--- src/rtl/idft_wb_master.sv ---
// Wishbone classic master that loads 8 complex points into the IDFT slave,
// starts it, polls for completion and streams the 8 results back out.
module idft_wb_master #(
    parameter int NPTS     = 8,
    parameter int POLL_MAX = 1000,
    parameter int ACK_MAX  = 64
) (
    input  logic        CLK_I,
    input  logic        RST_I,
    output logic        CYC_O,
    output logic        STB_O,
    output logic        WE_O,
    output logic [7:0]  ADR_O,
    output logic [31:0] DAT_O,
    input  logic [31:0] DAT_I,
    input  logic        ACK_I,
    input  logic        in_valid,
    output logic        in_ready,
    input  logic [31:0] in_real,
    input  logic [31:0] in_imag,
    output logic        out_valid,
    input  logic        out_ready,
    output logic [31:0] out_real,
    output logic [31:0] out_imag,
    output logic        out_last,
    output logic        busy,
    output logic        err,
    output logic [15:0] frame_cnt
);
    localparam int PW = $clog2(POLL_MAX + 1);
    localparam int AW = $clog2(ACK_MAX + 1);
    localparam logic [2:0]    LAST_IDX  = 3'(NPTS - 1);
    localparam logic [PW-1:0] POLL_LAST = PW'(POLL_MAX - 1);
    localparam logic [AW-1:0] ACK_LAST  = AW'(ACK_MAX - 1);

    typedef enum logic [2:0] {
        S_IDLE,
        S_WR_RE,
        S_WR_IM,
        S_START,
        S_POLL,
        S_RD_RE,
        S_RD_IM,
        S_OUT
    } state_t;

    state_t          state_q, state_d;
    logic [2:0]      idx_q, idx_d;
    logic            cyc_q, cyc_d;
    logic            we_q, we_d;
    logic [7:0]      adr_q, adr_d;
    logic [31:0]     dat_q, dat_d;
    logic [AW-1:0]   ackCnt_q, ackCnt_d;
    logic [PW-1:0]   pollCnt_q, pollCnt_d;
    logic [31:0]     inReal_q, inReal_d;
    logic [31:0]     inImag_q, inImag_d;
    logic [31:0]     outReal_q, outReal_d;
    logic [31:0]     outImag_q, outImag_d;
    logic            err_q, err_d;
    logic [15:0]     frameCnt_q, frameCnt_d;

    logic            isBus;
    logic            busWe;
    logic [7:0]      busAdr;
    logic [31:0]     busDat;
    logic            busDone;

    always_ff @(posedge CLK_I or posedge RST_I) begin
        if (RST_I) begin
            state_q    <= S_IDLE;
            idx_q      <= '0;
            cyc_q      <= 1'b0;
            we_q       <= 1'b0;
            adr_q      <= '0;
            dat_q      <= '0;
            ackCnt_q   <= '0;
            pollCnt_q  <= '0;
            inReal_q   <= '0;
            inImag_q   <= '0;
            outReal_q  <= '0;
            outImag_q  <= '0;
            err_q      <= 1'b0;
            frameCnt_q <= '0;
        end else begin
            state_q    <= state_d;
            idx_q      <= idx_d;
            cyc_q      <= cyc_d;
            we_q       <= we_d;
            adr_q      <= adr_d;
            dat_q      <= dat_d;
            ackCnt_q   <= ackCnt_d;
            pollCnt_q  <= pollCnt_d;
            inReal_q   <= inReal_d;
            inImag_q   <= inImag_d;
            outReal_q  <= outReal_d;
            outImag_q  <= outImag_d;
            err_q      <= err_d;
            frameCnt_q <= frameCnt_d;
        end
    end

    always_comb begin
        state_d    = state_q;
        idx_d      = idx_q;
        cyc_d      = cyc_q;
        we_d       = we_q;
        adr_d      = adr_q;
        dat_d      = dat_q;
        ackCnt_d   = ackCnt_q;
        pollCnt_d  = pollCnt_q;
        inReal_d   = inReal_q;
        inImag_d   = inImag_q;
        outReal_d  = outReal_q;
        outImag_d  = outImag_q;
        err_d      = err_q;
        frameCnt_d = frameCnt_q;
        isBus      = 1'b1;
        busWe      = 1'b0;
        busAdr     = 8'h00;
        busDat     = 32'h0;
        busDone    = 1'b0;

        case (state_q)
            S_WR_RE: begin
                busWe  = 1'b1;
                busAdr = {5'h02, idx_q};
                busDat = inReal_q;
            end
            S_WR_IM: begin
                busWe  = 1'b1;
                busAdr = {5'h04, idx_q};
                busDat = inImag_q;
            end
            S_START: begin
                busWe  = 1'b1;
                busAdr = 8'h00;
                busDat = 32'h1;
            end
            S_POLL:  busAdr = 8'h08;
            S_RD_RE: busAdr = {5'h06, idx_q};
            S_RD_IM: busAdr = {5'h08, idx_q};
            default: isBus = 1'b0;
        endcase

        // Every bus state enters with CYC low, which doubles as the mandatory
        // idle cycle after the previous ACK; the next edge launches the cycle.
        if (isBus) begin
            if (!cyc_q) begin
                cyc_d    = 1'b1;
                we_d     = busWe;
                adr_d    = busAdr;
                dat_d    = busDat;
                ackCnt_d = '0;
            end else if (ACK_I) begin
                cyc_d   = 1'b0;
                we_d    = 1'b0;
                busDone = 1'b1;
            end else if (ackCnt_q == ACK_LAST) begin
                cyc_d   = 1'b0;
                we_d    = 1'b0;
                err_d   = 1'b1;
                idx_d   = '0;
                state_d = S_IDLE;
            end else begin
                ackCnt_d = ackCnt_q + 1'b1;
            end
        end

        case (state_q)
            S_IDLE: begin
                if (in_valid && in_ready) begin
                    inReal_d = in_real;
                    inImag_d = in_imag;
                    state_d  = S_WR_RE;
                end
            end
            S_WR_RE: begin
                if (busDone) state_d = S_WR_IM;
            end
            S_WR_IM: begin
                if (busDone) begin
                    if (idx_q == LAST_IDX) begin
                        idx_d   = '0;
                        state_d = S_START;
                    end else begin
                        idx_d   = idx_q + 3'd1;
                        state_d = S_IDLE;
                    end
                end
            end
            S_START: begin
                if (busDone) begin
                    pollCnt_d = '0;
                    state_d   = S_POLL;
                end
            end
            S_POLL: begin
                if (busDone) begin
                    if (DAT_I[0]) begin
                        state_d = S_RD_RE;
                    end else if (pollCnt_q == POLL_LAST) begin
                        err_d   = 1'b1;
                        idx_d   = '0;
                        state_d = S_IDLE;
                    end else begin
                        pollCnt_d = pollCnt_q + 1'b1;
                    end
                end
            end
            S_RD_RE: begin
                if (busDone) begin
                    outReal_d = DAT_I;
                    state_d   = S_RD_IM;
                end
            end
            S_RD_IM: begin
                if (busDone) begin
                    outImag_d = DAT_I;
                    state_d   = S_OUT;
                end
            end
            S_OUT: begin
                if (out_ready) begin
                    if (idx_q == LAST_IDX) begin
                        idx_d      = '0;
                        frameCnt_d = frameCnt_q + 16'd1;
                        state_d    = S_IDLE;
                    end else begin
                        idx_d   = idx_q + 3'd1;
                        state_d = S_RD_RE;
                    end
                end
            end
            default: state_d = S_IDLE;
        endcase
    end

    // Gated by reset so every output reads zero while RST_I is held.
    assign in_ready  = (state_q == S_IDLE) && !RST_I;
    assign CYC_O     = cyc_q;
    assign STB_O     = cyc_q;
    assign WE_O      = we_q;
    assign ADR_O     = adr_q;
    assign DAT_O     = dat_q;
    assign out_valid = (state_q == S_OUT);
    assign out_last  = (state_q == S_OUT) && (idx_q == LAST_IDX);
    assign out_real  = outReal_q;
    assign out_imag  = outImag_q;
    assign busy      = (state_q != S_IDLE);
    assign err       = err_q;
    assign frame_cnt = frameCnt_q;
endmodule

--- config.mk ---
export PLATFORM = sky130hd
export DESIGN_NAME = idft_wb_master
export DESIGN_NICKNAME = d
export VERILOG_FILES = /design/src/rtl/idft_wb_master.sv
export SDC_FILE = /design/constraint.sdc
export NUM_CORES = 1
export LEC_CHECK = 0
export ABC_CLOCK_PERIOD_IN_PS = 7600
export BUFFER_PORTS_ARGS = -buffer_cell sky130_fd_sc_hd__buf_2
export CAP_MARGIN = 20
export CORE_UTILIZATION = 53
export DETAILED_ROUTE_END_ITERATION = 10
export PLACE_DENSITY = 0.82
export SYNTH_ARGS = -nofsm -noshare
export SYNTH_HDL_FRONTEND = slang
export SYNTH_SLANG_ARGS = --single-unit
--- constraint.sdc ---
create_clock -name CLK_I -period 7.6 [get_ports CLK_I]
set_input_delay 0.76 -clock CLK_I [delete_from_list [all_inputs] [get_ports CLK_I]]
set_output_delay 0.76 -clock CLK_I [all_outputs]
set_load 0.05 [all_outputs]
==> impl_metrics.json <==
{
  "syn_area_mm2": 0.009080,
  "met3_usage": 0.06667,
  "num_io_pins": 229,
  "grt_first_pass_wirelength_um": 34820,
  "holdCritPathClass": "input pin to async pin",
  "cts_resized": 0,
  "crit_chain": "nand3_2, inv_1, and2_1, buf_2",
  "fin_area_mm2": 0.01122,
  "syn_inst": 712,
  "drtPass1Iterations": 5,
  "synthTopCellsByArea": "dfrtp_1, mux2_2, mux2_4",
  "via_per_inst": 5.639,
  "diodes": 0,
  "crit_path_end_kind": "output port",
  "finalCritPeriodShare": 0.4167,
  "grt_max_degree": 150,
  "finalMaxSlewViolations": 0,
  "drive_gt1_frac": 0.4403,
  "cp_num_buf_inv": 2,
  "synthArstFlopShare": 1.000,
  "cts_buffer_depth": 3,
  "final_cells": 1167,
  "fin_crit_ns": 3.167,
  "yosysSeqAreaShare": 0.5760,
  "ys_types": 54,
  "setup_viol": 0,
  "cts_buffers": 22,
  "crit_family": "flip-flops",
  "clk_pin_slew_ns": 0.06,
  "grt_use_total": 0.2441,
  "synth_edf_count": 0,
  "max-vdd-ir-drop_v": 0.0002886,
  "cts_sinks": 209,
  "grt.overflow.total": 0,
  "max_stage_delay_ns": 0.94,
  "worstReg2RegStart": "CYC_O$_DFFE_PP0N_",
  "total_power_mw": 4.973,
  "drt_iter0_drc": 284,
  "cp.arrival_ns": 2.41,
  "required_ns": 6.84,
  "row_count": 47,
  "fmax_ghz": 0.3157,
  "wl_per_cell_um": 18.40,
  "core_mm2": 0.01664,
  "place_area_mm2": 0.01035,
  "rsz0062_at_grt": "false",
  "whs_ns": 0.2062,
  "worst-path-max-fanout": 29,
  "cts_tree": "done",
  "nNetsFinal": 1038,
  "antenna_found_initial": 0,
  "hold_buffers": 0,
  "grt_busiest_layer": "met2",
  "tightest_slew_ns": 0.9119,
  "post_cts_buffers": 0,
  "ctsHtreeMaxLevel": 1,
  "syn_nets": 818,
  "grt_util_met1": 0.3080,
  "synth_top_area_frac": 0.5760,
  "leakagePower_nw": 5.568,
  "relSlewSlack": 0.3921,
  "r2r_setup_slack_ns": 5.04,
  "clk-insertion-delay-late_ns": 0.51,
  "dieArea_mm2": 0.01766,
  "yosys.area.top_type": "dfrtp_1",
  "finClkSkew_ns": 0.02169,
  "hold_violations": 0,
  "hpwl_um": 13680,
  "post-route-util": 0.6745,
  "drc": 0,
  "outcome": "complete, no violations",
  "placedCellCount": 1126,
  "portBuffers": 227,
  "area_growth_pct": 23.62,
  "fin_ws_ns": 4.433,
  "r2r_end": "out_real[13]$_DFFE_PP0P_",
  "syn_avg_cell_area_um2": 12.75,
  "vias": 6581,
  "power.density_mw_per_mm2": 443.0,
  "r2r_cells": 5,
  "start_kind": "register",
  "grt_pass1_vias": 6855,
  "routed_wl_um": 21480,
  "root_buffer": "clkbuf_16",
  "cp_slowest_cell": "dfrtp_1",
  "grt.met2_usage": 0.4084,
  "drv_cap": 0,
  "globalplace.congestion": 0.8069,
  "yosysWarnings": 0,
  "initial_core_util": 0.5456,
  "ant_nets": 0,
  "synth_seq_cells": 209,
  "synth-main-ff-cell": "dfrtp_1",
  "dp_slack_ns": 4.892,
  "fp.dieW_um": 132.9,
  "fin_tns_setup_ns": 0,
  "die_h_um": 132.9,
  "path_class": "register to output port"
}
## flip-flops by register name, summed over array words and instances (netlist names)
| register | cells |
|---|---|
| out_imag | 32 |
| frame_cnt | 16 |
| idx_q | 3 |
| ADR_O | 7 |
| WE_O | 1 |
| inReal_q | 32 |
| ackCnt_q | 7 |
| DAT_O | 32 |
| out_real | 32 |
| inImag_q | 32 |
| pollCnt_q | 10 |
| CYC_O | 1 |
| state_q | 3 |
| err | 1 |
## per-layer routing
metal	share of wire	routed length, µm
met4	0.024	512
met1	0.41	8802
met3	0.075	1604
met2	0.49	10560
met5	0	0
## final cells by class
| cell class | instances | area (µm²) |
|---|---|---|
| clock buffer | 27 | 599.3 |
| multi-input combinational | 449 | 3592 |
| fill | 1201 | 5418 |
| clock inverter | 12 | 224.0 |
| tap | 220 | 275.3 |
| sequential | 209 | 5230 |
| inverter | 14 | 60.06 |
| timing repair buffer | 236 | 1244 |
## cell usage in the layout (no fill, tap or decap), types with 6 or more instances in the layout
cell	n
nor3_1	9
bufinv_16	6
nand2_1	60
mux2_4	49
xor2_1	10
a21oi_1	20
nand4_1	6
a22oi_1	37
dfrtp_1	209
buf_2	227
buf_4	7
or4_1	8
mux2_2	80
nor2_1	13
clkbuf_16	22
inv_1	13
o21ai_0	54
xnor2_1	7
nand3_1	12
## synthesized netlist by cell type (5+ instances only)
cell      count
dfrtp_1     209
mux2_2       80
nand2_1      61
o21ai_0      55
mux2_4       49
a22oi_1      37
a21oi_1      20
buf_2        17
nor2_1       15
inv_1        14
clkbuf_1     12
nand3_1      12
nor3_1       11
xor2_1       10
or4_1         8
buf_6         7
xnor2_1       7
nand4_1       6
ha_1          5
o31ai_1       5
or3_1         5
## worst reg2reg max path, stage by stage (launching register included)
cell	delay [ns]
dfrtp_1	0.89
and2_0	0.44
nand2_1	0.16
nor2_2	0.13
buf_4	0.41
mux2_2	0.41
## kinds of logic (layout without fill, tap and decap cells)
logic type	Yosys count	count (layout)	share of synthesized area
mux	130	130	0.1813
flops	209	209	0.5760
compound gates	143	143	0.09894
fa+ha+maj	5	5	0.006890
simple gates	153	153	0.08874
other cells	1	1	0.0004130
buf+inv	54	289	0.03128
xor+xnor	17	17	0.01640
## power breakdown
group / internal, mW / leakage (nW) / switching, mW
registers: 1.52 / 2.64 / 0.310
clock network: 0.766 / 0.403 / 0.443
logic: 0.682 / 2.53 / 1.26
total: 2.96 / 5.57 / 2.01
## worst max path at each step
stage	start	to	slack, ns	cells after the start
final	state_q[0]$_DFF_PP0_	out_last	4.43	4
after global routing	state_q[0]$_DFF_PP0_	out_last	4.31	4
after CTS	state_q[0]$_DFF_PP0_	out_last	4.45	4
after detailed placement	state_q[0]$_DFF_PP0_	inImag_q[20]$_DFFE_PP0P_	4.89	4
after global placement	state_q[0]$_DFF_PP0_	inImag_q[25]$_DFFE_PP0P_	4.94	4
after floorplan	RST_I	ADR_O[0]$_DFFE_PP0P_	1.13	1
(Power assumes the default switching activity.)
